==> config.mk <==
export PLATFORM = sky130hd
export DESIGN_NAME = load_store_unit
export DESIGN_NICKNAME = d
export VERILOG_FILES = /design/src/rtl/lsu_pkg.sv /design/src/rtl/lsu_align.sv /design/src/rtl/load_store_unit.sv
export SDC_FILE = /design/constraint.sdc
export NUM_CORES = 1
export LEC_CHECK = 0
export ABC_AREA = 0
export BUFFER_PORTS_ARGS = -buffer_cell sky130_fd_sc_hd__buf_2
export CAP_MARGIN = 20
export CORE_MARGIN = 3
export CORE_UTILIZATION = 49
export CTS_CLUSTER_DIAMETER = 40
export DETAILED_ROUTE_END_ITERATION = 8
export PLACE_DENSITY = 0.8
export SYNTH_ARGS = -nofsm -noshare
export SYNTH_HDL_FRONTEND = slang
export SYNTH_SLANG_ARGS = --single-unit
export TNS_END_PERCENT = 5
==> constraint.sdc <==
create_clock -name clk -period 2.5 [get_ports clk]
set_clock_uncertainty 0.15 [all_clocks]
set_input_delay 0.25 -clock clk [delete_from_list [all_inputs] [get_ports clk]]
set_output_delay 0.25 -clock clk [all_outputs]
set_load 0.005 [all_outputs]
==> src/rtl/lsu_pkg.sv <==
// rtl/lsu_pkg.sv - shared types and helpers for the load/store unit
// Purpose: FSM state enum, access size enum, RISC-V load/store funct3 encodings,
//   funct3 legality and natural-alignment helpers used by load_store_unit.
// Ports: none (package).
// Config: LSU_MISALIGN_SPLIT_EN adds the ST_REQ_HI state for word-crossing accesses.
package lsu_pkg;

  typedef enum logic [2:0] {
    LF3_LB  = 3'b000,
    LF3_LH  = 3'b001,
    LF3_LW  = 3'b010,
    LF3_LD  = 3'b011,
    LF3_LBU = 3'b100,
    LF3_LHU = 3'b101,
    LF3_LWU = 3'b110
  } load_funct3_t;

  typedef enum logic [2:0] {
    SF3_SB = 3'b000,
    SF3_SH = 3'b001,
    SF3_SW = 3'b010,
    SF3_SD = 3'b011
  } store_funct3_t;

  typedef enum logic [1:0] {
    SZ_B = 2'd0,
    SZ_H = 2'd1,
    SZ_W = 2'd2,
    SZ_D = 2'd3
  } lsu_size_t;

  typedef enum logic [1:0] {
    ST_IDLE   = 2'd0,
    ST_REQ_LO = 2'd1,
    ST_DONE   = 2'd2
`ifdef LSU_MISALIGN_SPLIT_EN
    , ST_REQ_HI = 2'd3
`endif
  } lsu_state_t;

  // Stores only have the sb/sh/sw/sd encodings; doubleword and lwu need XLEN=64.
  function automatic logic lsu_funct3_legal(input logic is_store, input logic [2:0] funct3,
                                            input logic xlen64);
    logic ok;
    if (is_store) begin
      ok = !funct3[2] && (xlen64 || (funct3[1:0] != SZ_D));
    end else begin
      case (funct3)
        LF3_LD, LF3_LWU: ok = xlen64;
        3'b111:          ok = 1'b0;
        default:         ok = 1'b1;
      endcase
    end
    return ok;
  endfunction

  // True when the byte offset is not a multiple of the access size.
  function automatic logic lsu_misaligned(input logic [1:0] sz, input logic [2:0] off);
    logic [2:0] mask;
    case (lsu_size_t'(sz))
      SZ_B:    mask = 3'b000;
      SZ_H:    mask = 3'b001;
      SZ_W:    mask = 3'b011;
      default: mask = 3'b111;
    endcase
    return |(off & mask);
  endfunction

endpackage

==> src/rtl/lsu_align.sv <==
// rtl/lsu_align.sv - combinational byte-lane, store-shift and load-extend datapath
// Purpose: from funct3 and the byte offset, builds memory byte enables and the
//   lane-shifted store word, and selects/merges/extends returned load data.
// Ports: funct3, off (addr mod NB), wdata (LSB-justified store data), rdata_lo
//   (first/only read word); byte_en_lo, wdata_lo, ld_data. With
//   LSU_MISALIGN_SPLIT_EN also rdata_hi, byte_en_hi, wdata_hi, crosses.
import lsu_pkg::*;

module lsu_align #(
  parameter int XLEN = 32
) (
  input  logic [2:0]                  funct3,
  input  logic [$clog2(XLEN/8)-1:0]   off,
  input  logic [XLEN-1:0]             wdata,
  input  logic [XLEN-1:0]             rdata_lo,
`ifdef LSU_MISALIGN_SPLIT_EN
  input  logic [XLEN-1:0]             rdata_hi,
  output logic [XLEN/8-1:0]           byte_en_hi,
  output logic [XLEN-1:0]             wdata_hi,
  output logic                        crosses,
`endif
  output logic [XLEN/8-1:0]           byte_en_lo,
  output logic [XLEN-1:0]             wdata_lo,
  output logic [XLEN-1:0]             ld_data
);

  localparam int NB = XLEN / 8;

  lsu_size_t       sz;
  logic [3:0]      size_b;
  logic [XLEN-1:0] size_mask;
  logic [XLEN-1:0] sign_pos;
  logic [XLEN-1:0] sel;
  logic            sign_bit;
`ifdef LSU_MISALIGN_SPLIT_EN
  logic [2*NB-1:0]   en_full;
  logic [2*XLEN-1:0] wd_full;
  logic [2*XLEN-1:0] merged;
`else
  logic [NB-1:0]     en_w;
`endif

  always_comb begin
    sz        = lsu_size_t'(funct3[1:0]);
    size_b    = 4'd1 << sz;
    size_mask = (int'(size_b) >= NB) ? '1 : ((XLEN'(1) << (8 * size_b)) - XLEN'(1));
`ifdef LSU_MISALIGN_SPLIT_EN
    // Treat two consecutive words as one 2*NB-byte window; the upper half is the
    // second (addr+NB) access when the access crosses the word boundary.
    en_full    = ((2 * NB)'(1) << size_b) - (2 * NB)'(1);
    en_full    = en_full << off;
    wd_full    = {{XLEN{1'b0}}, wdata & size_mask} << (8 * off);
    byte_en_lo = en_full[NB-1:0];
    byte_en_hi = en_full[2*NB-1:NB];
    wdata_lo   = wd_full[XLEN-1:0];
    wdata_hi   = wd_full[2*XLEN-1:XLEN];
    crosses    = |en_full[2*NB-1:NB];
    merged     = {rdata_hi, rdata_lo} >> (8 * off);
    sel        = merged[XLEN-1:0];
`else
    en_w       = (NB'(1) << size_b) - NB'(1);
    byte_en_lo = en_w << off;
    wdata_lo   = (wdata & size_mask) << (8 * off);
    sel        = rdata_lo >> (8 * off);
`endif
    // Top bit of the size mask marks the sign bit of the loaded quantity.
    sign_pos = size_mask ^ (size_mask >> 1);
    sign_bit = |(sel & sign_pos);
    ld_data  = (sel & size_mask) | ((!funct3[2] && sign_bit) ? ~size_mask : '0);
  end

endmodule

==> src/rtl/load_store_unit.sv <==
// rtl/load_store_unit.sv - MEM-stage load/store unit for variable-latency memory
// Purpose: accepts one load/store per valid/ready handshake, issues an NB-aligned
//   memory request held until mem_resp, returns extended load data with a
//   one-cycle resp_valid pulse. Illegal funct3 or unsupported misalignment
//   completes with resp_err and no memory access.
// Ports: clk, rst (async, active-low); req_valid/req_ready/req_is_store/
//   req_funct3/req_addr/req_wdata; resp_valid/resp_rdata/resp_err;
//   mem_addr/mem_read/mem_write/mem_byte_en/mem_wdata/mem_rdata/mem_resp.
// Config: LSU_MISALIGN_SPLIT_EN - word-crossing accesses become two requests
//   (REQ_LO then REQ_HI); otherwise any misaligned access is an error.
import lsu_pkg::*;

module load_store_unit #(
  parameter int XLEN = 32
) (
  input  logic              clk,
  input  logic              rst,
  input  logic              req_valid,
  output logic              req_ready,
  input  logic              req_is_store,
  input  logic [2:0]        req_funct3,
  input  logic [XLEN-1:0]   req_addr,
  input  logic [XLEN-1:0]   req_wdata,
  output logic              resp_valid,
  output logic [XLEN-1:0]   resp_rdata,
  output logic              resp_err,
  output logic [XLEN-1:0]   mem_addr,
  output logic              mem_read,
  output logic              mem_write,
  output logic [XLEN/8-1:0] mem_byte_en,
  output logic [XLEN-1:0]   mem_wdata,
  input  logic [XLEN-1:0]   mem_rdata,
  input  logic              mem_resp
);

  localparam int NB   = XLEN / 8;
  localparam int OFFW = $clog2(NB);

  lsu_state_t      state_q, state_d;
  logic            is_store_q, is_store_d;
  logic [2:0]      funct3_q, funct3_d;
  logic [XLEN-1:0] addr_q, addr_d;
  logic [XLEN-1:0] wdata_q, wdata_d;
  logic [XLEN-1:0] resp_rdata_q, resp_rdata_d;
  logic            resp_err_q, resp_err_d;

  logic            accept;
  logic            req_err;
  logic            mem_done;
  logic [XLEN-1:0] word_addr;
  logic [NB-1:0]   en_lo;
  logic [XLEN-1:0] wdata_lo;
  logic [XLEN-1:0] ld_data;
`ifdef LSU_MISALIGN_SPLIT_EN
  logic [XLEN-1:0] lo_q, lo_d;
  logic [NB-1:0]   en_hi;
  logic [XLEN-1:0] wdata_hi;
  logic            crosses;
`endif

  assign word_addr = addr_q & ~XLEN'(NB - 1);

  lsu_align #(.XLEN(XLEN)) u_align (
    .funct3     (funct3_q),
    .off        (addr_q[OFFW-1:0]),
    .wdata      (wdata_q),
`ifdef LSU_MISALIGN_SPLIT_EN
    // In REQ_HI the first word was captured in lo_q; the live word is the upper one.
    .rdata_lo   ((state_q == ST_REQ_HI) ? lo_q : mem_rdata),
    .rdata_hi   (mem_rdata),
    .byte_en_hi (en_hi),
    .wdata_hi   (wdata_hi),
    .crosses    (crosses),
`else
    .rdata_lo   (mem_rdata),
`endif
    .byte_en_lo (en_lo),
    .wdata_lo   (wdata_lo),
    .ld_data    (ld_data)
  );

  // Held low through reset so the pipeline never hands over a request mid-reset.
  assign req_ready = rst && ((state_q == ST_IDLE) || (state_q == ST_DONE));
  assign accept    = req_valid && req_ready;

  always_comb begin
    req_err = !lsu_funct3_legal(req_is_store, req_funct3, XLEN == 64);
`ifndef LSU_MISALIGN_SPLIT_EN
    req_err = req_err || lsu_misaligned(req_funct3[1:0], 3'(req_addr[OFFW-1:0]));
`endif
  end

  // Next-state logic
  always_comb begin
    state_d = state_q;
    unique case (state_q)
      ST_IDLE, ST_DONE: begin
        if (accept) state_d = req_err ? ST_DONE : ST_REQ_LO;
        else        state_d = ST_IDLE;
      end
      ST_REQ_LO: begin
        if (mem_resp) begin
`ifdef LSU_MISALIGN_SPLIT_EN
          state_d = crosses ? ST_REQ_HI : ST_DONE;
`else
          state_d = ST_DONE;
`endif
        end
      end
`ifdef LSU_MISALIGN_SPLIT_EN
      ST_REQ_HI: if (mem_resp) state_d = ST_DONE;
`endif
      default: state_d = ST_IDLE;
    endcase
  end

  // Request latch and response capture
  always_comb begin
    is_store_d   = is_store_q;
    funct3_d     = funct3_q;
    addr_d       = addr_q;
    wdata_d      = wdata_q;
    resp_rdata_d = resp_rdata_q;
    resp_err_d   = resp_err_q;
`ifdef LSU_MISALIGN_SPLIT_EN
    lo_d         = lo_q;
    if ((state_q == ST_REQ_LO) && mem_resp) lo_d = mem_rdata;
`endif
    mem_done = mem_resp && (state_d == ST_DONE) &&
               ((state_q == ST_REQ_LO)
`ifdef LSU_MISALIGN_SPLIT_EN
                || (state_q == ST_REQ_HI)
`endif
               );
    if (accept) begin
      is_store_d = req_is_store;
      funct3_d   = req_funct3;
      addr_d     = req_addr;
      wdata_d    = req_wdata;
      if (req_err) begin
        resp_err_d   = 1'b1;
        resp_rdata_d = '0;
      end
    end
    if (mem_done) begin
      resp_err_d   = 1'b0;
      resp_rdata_d = is_store_q ? '0 : ld_data;
    end
  end

  // Outputs
  always_comb begin
    mem_addr    = '0;
    mem_read    = 1'b0;
    mem_write   = 1'b0;
    mem_byte_en = '0;
    mem_wdata   = '0;
    resp_valid  = (state_q == ST_DONE);
    resp_rdata  = resp_rdata_q;
    resp_err    = resp_err_q;
    unique case (state_q)
      ST_REQ_LO: begin
        mem_read    = !is_store_q;
        mem_write   = is_store_q;
        mem_addr    = word_addr;
        mem_byte_en = en_lo;
        mem_wdata   = is_store_q ? wdata_lo : '0;
      end
`ifdef LSU_MISALIGN_SPLIT_EN
      ST_REQ_HI: begin
        mem_read    = !is_store_q;
        mem_write   = is_store_q;
        mem_addr    = word_addr + XLEN'(NB);
        mem_byte_en = en_hi;
        mem_wdata   = is_store_q ? wdata_hi : '0;
      end
`endif
      default: ;
    endcase
  end

  // State and datapath registers
  always_ff @(posedge clk or negedge rst) begin
    if (!rst) begin
      state_q      <= ST_IDLE;
      is_store_q   <= 1'b0;
      funct3_q     <= '0;
      addr_q       <= '0;
      wdata_q      <= '0;
      resp_rdata_q <= '0;
      resp_err_q   <= 1'b0;
`ifdef LSU_MISALIGN_SPLIT_EN
      lo_q         <= '0;
`endif
    end else begin
      state_q      <= state_d;
      is_store_q   <= is_store_d;
      funct3_q     <= funct3_d;
      addr_q       <= addr_d;
      wdata_q      <= wdata_d;
      resp_rdata_q <= resp_rdata_d;
      resp_err_q   <= resp_err_d;
`ifdef LSU_MISALIGN_SPLIT_EN
      lo_q         <= lo_d;
`endif
    end
  end

endmodule

==> impl_metrics.csv <==
group,metric,value,unit
status,status,"completed",
global_routing,globalRouteOverflowTotal,0,
timing,setup_ws,119,ps
synthesis,yosys.area.top_type,"dfrtp_1",
clocking,worstSkewPairLatency,360,ps
clocking,cts_max_level,3,
clocking,clk_root_buffer_cell,"clkbuf_8",
synthesis,muxShareOfSynthArea,0.0483,
min_path,hold_path.class,"input pin to register",
critical_path,r2r-start,"addr_q[0]$_DFFE_PN0N_",
routing,drt-pass1-iter-count,4,
timing,tightest_slew,906,ps
cells_and_area,drive_gt1_frac,0.310,
synthesis,synth_area_leaders,"dfrtp_1, nand2_1, and2_1",
place,place_ws,409,ps
synthesis,synth_area,0.00542,mm2
synthesis,synth_top_family_by_area,"simple AND/OR/NAND/NOR gates",
critical_path,critical_path_arrival,1980,ps
flow_run,cap_viol_max_count,0,
cells_and_area,fin_util,0.710,
global_routing,track_usage,0.284,
cells_and_area,area_growth,38.4,%
synthesis,synthXorXnorAreaFrac,0.00162,
place,place.gp.congestion,0.947,
global_routing,grt_pass1_wl,28600,um
power,p_per_area,591,mW/mm2
floorplan,die_y,111,um
synthesis,syn_avg_cell_area,8.57,um2
clocking,cts_setup_buffers,0,
synthesis,synth_top_cell_area_share,0.476,
cells_and_area,nNetsFinal,1000,
global_routing,grt_max_degree,71,
critical_path,endpoint_kind,"output pin",
floorplan,ios,209,
synthesis,synth-compound-area-share,0.149,
place,dpl_cell_area,0.00653,mm2
cells_and_area,fillers,802,
timing,period_share,0.952,
timing,slew_viol_final,0,
critical_path,critPathMaxFanout,23,
routing,ant_nets,0,
global_routing,grt_busiest_layer,"met2",
critical_path,required,2100,ps
critical_path,crit_end,"mem_wdata[26]",
floorplan,fp.dieArea,0.0124,mm2
place,dp_hpwl,11700,um
clocking,path_clk_slew,90,ps
clocking,cts_buffers,9,
synthesis,ys_warn_count,0,
synthesis,synthFlopType,"dfrtp_1",
routing,vias_per_cell,5.49,
timing,slew_headroom,0.396,
synthesis,synthAdderAreaFrac,0,
critical_path,r2r-end,"resp_rdata[23]$_DFFE_PN0P_",
timing,finalSetupViolations,0,
cells_and_area,multi_input_area,0.00259,mm2
timing,max_freq,420,MHz
floorplan,core-area,0.0106,mm2
floorplan,die_w,111,um
global_routing,grt_pass1_vias,5804,
critical_path,startpoint,"addr_q[0]$_DFFE_PN0N_",
routing,drt-total-wl,17600,um
synthesis,async_flop_share,1.00,
synthesis,synthSimpleGateAreaFrac,0.275,
cells_and_area,regArea,0.00258,mm2
synthesis,ys_types,39,
timing,fin_setup_tns,0,ps
clocking,clockBufferDepth,2,
synthesis,synth_edf_count,0,
floorplan,fp-row-count,37,
timing,final.min_clock_period,2380,ps
critical_path,rr_worst_depth,4,
global_routing,use_met3,0.0546,
place,io_buffers,206,
synthesis,ys_seq_area_frac,0.476,
clocking,cts_sinks,103,
critical_path,start_kind,"register",
power,p_leak,0.00401,uW
global_routing,antenna_found_initial,0,
power,max-vdd-ir-drop,345,uV
critical_path,crit_path_max_incr_delay,630,ps
timing,hold_viol,0,
routing,route.detailed.drc,0,
synthesis,synthCells,632,
critical_path,rrSetupSlack,390,ps
timing,rsz0062_at_grt,"no",
critical_path,path_cells,"buf_4 > nor2b_1 > a211oi_1 > a211oi_2 > buf_2",
clocking,cts_tree,"built",
global_routing,grt_util_met2,0.481,
cells_and_area,design_area,0.00750,mm2
routing,vias,5691,
cells_and_area,num_antenna_cells,0,
critical_path,critPathKind,"register to output pin",
routing,drtIter0Drc,384,
synthesis,synth-seq-cells,103,
global_routing,grt_use_met1,0.349,
critical_path,crit_slowest_cell,"dfrtp_2",
routing,wire_per_inst,17.0,um
floorplan,initial_core_util,0.513,
[critical path, delay by kind of cell, from the launching register on]
family,cells,cell delay [ps]
buffers and inverters,2,490
and+or+nand+nor,1,80
DFF,1,630
AOI/OAI and AO/OA,2,420
[flip-flops by register name (all words and copies together), names as in the netlist]
| register | flops |
|---|---|
| resp_err | 1 |
| wdata_q | 32 |
| funct3_q | 3 |
| is_store_q | 1 |
| addr_q | 32 |
| state_q | 2 |
| resp_rdata | 32 |
[report_power, final]
part	leakage, uW	switching [uW]	internal [uW]
combinational	0.00259	665	585
sequential	0.00131	228	1920
clock	0.0000987	558	471
[final cells by class]
| class | instances | area share |
|---|---|---|
| flip-flops and latches | 103 | 0.344 |
| clock buffers | 14 | 0.0244 |
| clock inverters | 2 | 0.00167 |
| repair buffers | 302 | 0.259 |
| multi-input cells | 476 | 0.346 |
| inverters | 4 | 0.00200 |
| well taps | 136 | 0.0227 |
[cell usage in the layout (no fill, tap or decap), types with 2 or more instances in the layout]
cell type and instances:
nor3_1 5, nand2_1 228, dlygate4sd3_1 75, mux2i_1 16, a32oi_1 9, o211ai_1 7
mux2_2 9, nand3b_1 9, inv_1 4, o21ai_1 3, and2_1 38, conb_1 2
o21ai_0 25, a21oi_1 19, buf_4 22, a211oi_1 15, dfrtp_2 3, dfrtp_1 100
nor2_1 34, a2bb2oi_1 8, a221o_2 17, clkbuf_8 13, nor2b_1 14, buf_2 205
[worst min path at each step]
stage	to	slack, ps	start	depth (start not counted)
final	resp_rdata[25]$_DFFE_PN0P_	20	mem_rdata[25]	2
after global routing	resp_rdata[29]$_DFFE_PN0P_	20	mem_rdata[29]	2
after floorplan	addr_q[0]$_DFFE_PN0N_	-200	rst	0
after global placement	addr_q[11]$_DFFE_PN0N_	190	rst	2
after CTS	resp_rdata[29]$_DFFE_PN0P_	7	mem_rdata[29]	2
after detailed placement	addr_q[11]$_DFFE_PN0N_	190	rst	2
[cell usage after synthesis, drive strengths merged (9+ instances only)]
library cell and number:
a221o 17, clkbuf 21, mux2i 16, nand2 228, and2 38, a211oi 16, a32oi 10, nand3b 9
nor2 35, dfrtp 103, buf 29, a21oi 19, o21ai 28, nor2b 15, mux2 9
[what timing repair did]
action                                  in CTS  in global routing
gates resized for setup                      1                  4
endpoints found under the setup margin       1                 16
hold buffers                                75                  0
hold endpoints to repair                   113                  0
[logic make-up (layout without fill, tap and decap cells)]
group | after synthesis | in the layout
other cells | 1 | 2
buf+inv | 54 | 322
simple gates | 339 | 339
mux | 25 | 25
xor+xnor | 1 | 1
compound gates | 109 | 109
flops | 103 | 103
[through the flow]
stage          std cells  hold WS [ps]  power, uW
2_1_floorplan        633          -196       2840
3_3_place_gp         946           185       3260
3_5_place_dp         946           192       3310
4_1_cts             1037          6.61       4430
5_1_grt             1037          20.2       4690
6_report            1037          23.1       4430
[metal layers]
layer	wire length, um	up-vias	part of all wire
met1	6790	2694	0.39
li1	-	2637	-
met3	1380	66	0.078
met4	787	0	0.045
met5	0	-	0
met2	8680	294	0.49
No activity file was read; power rests on OpenSTA's default activity.
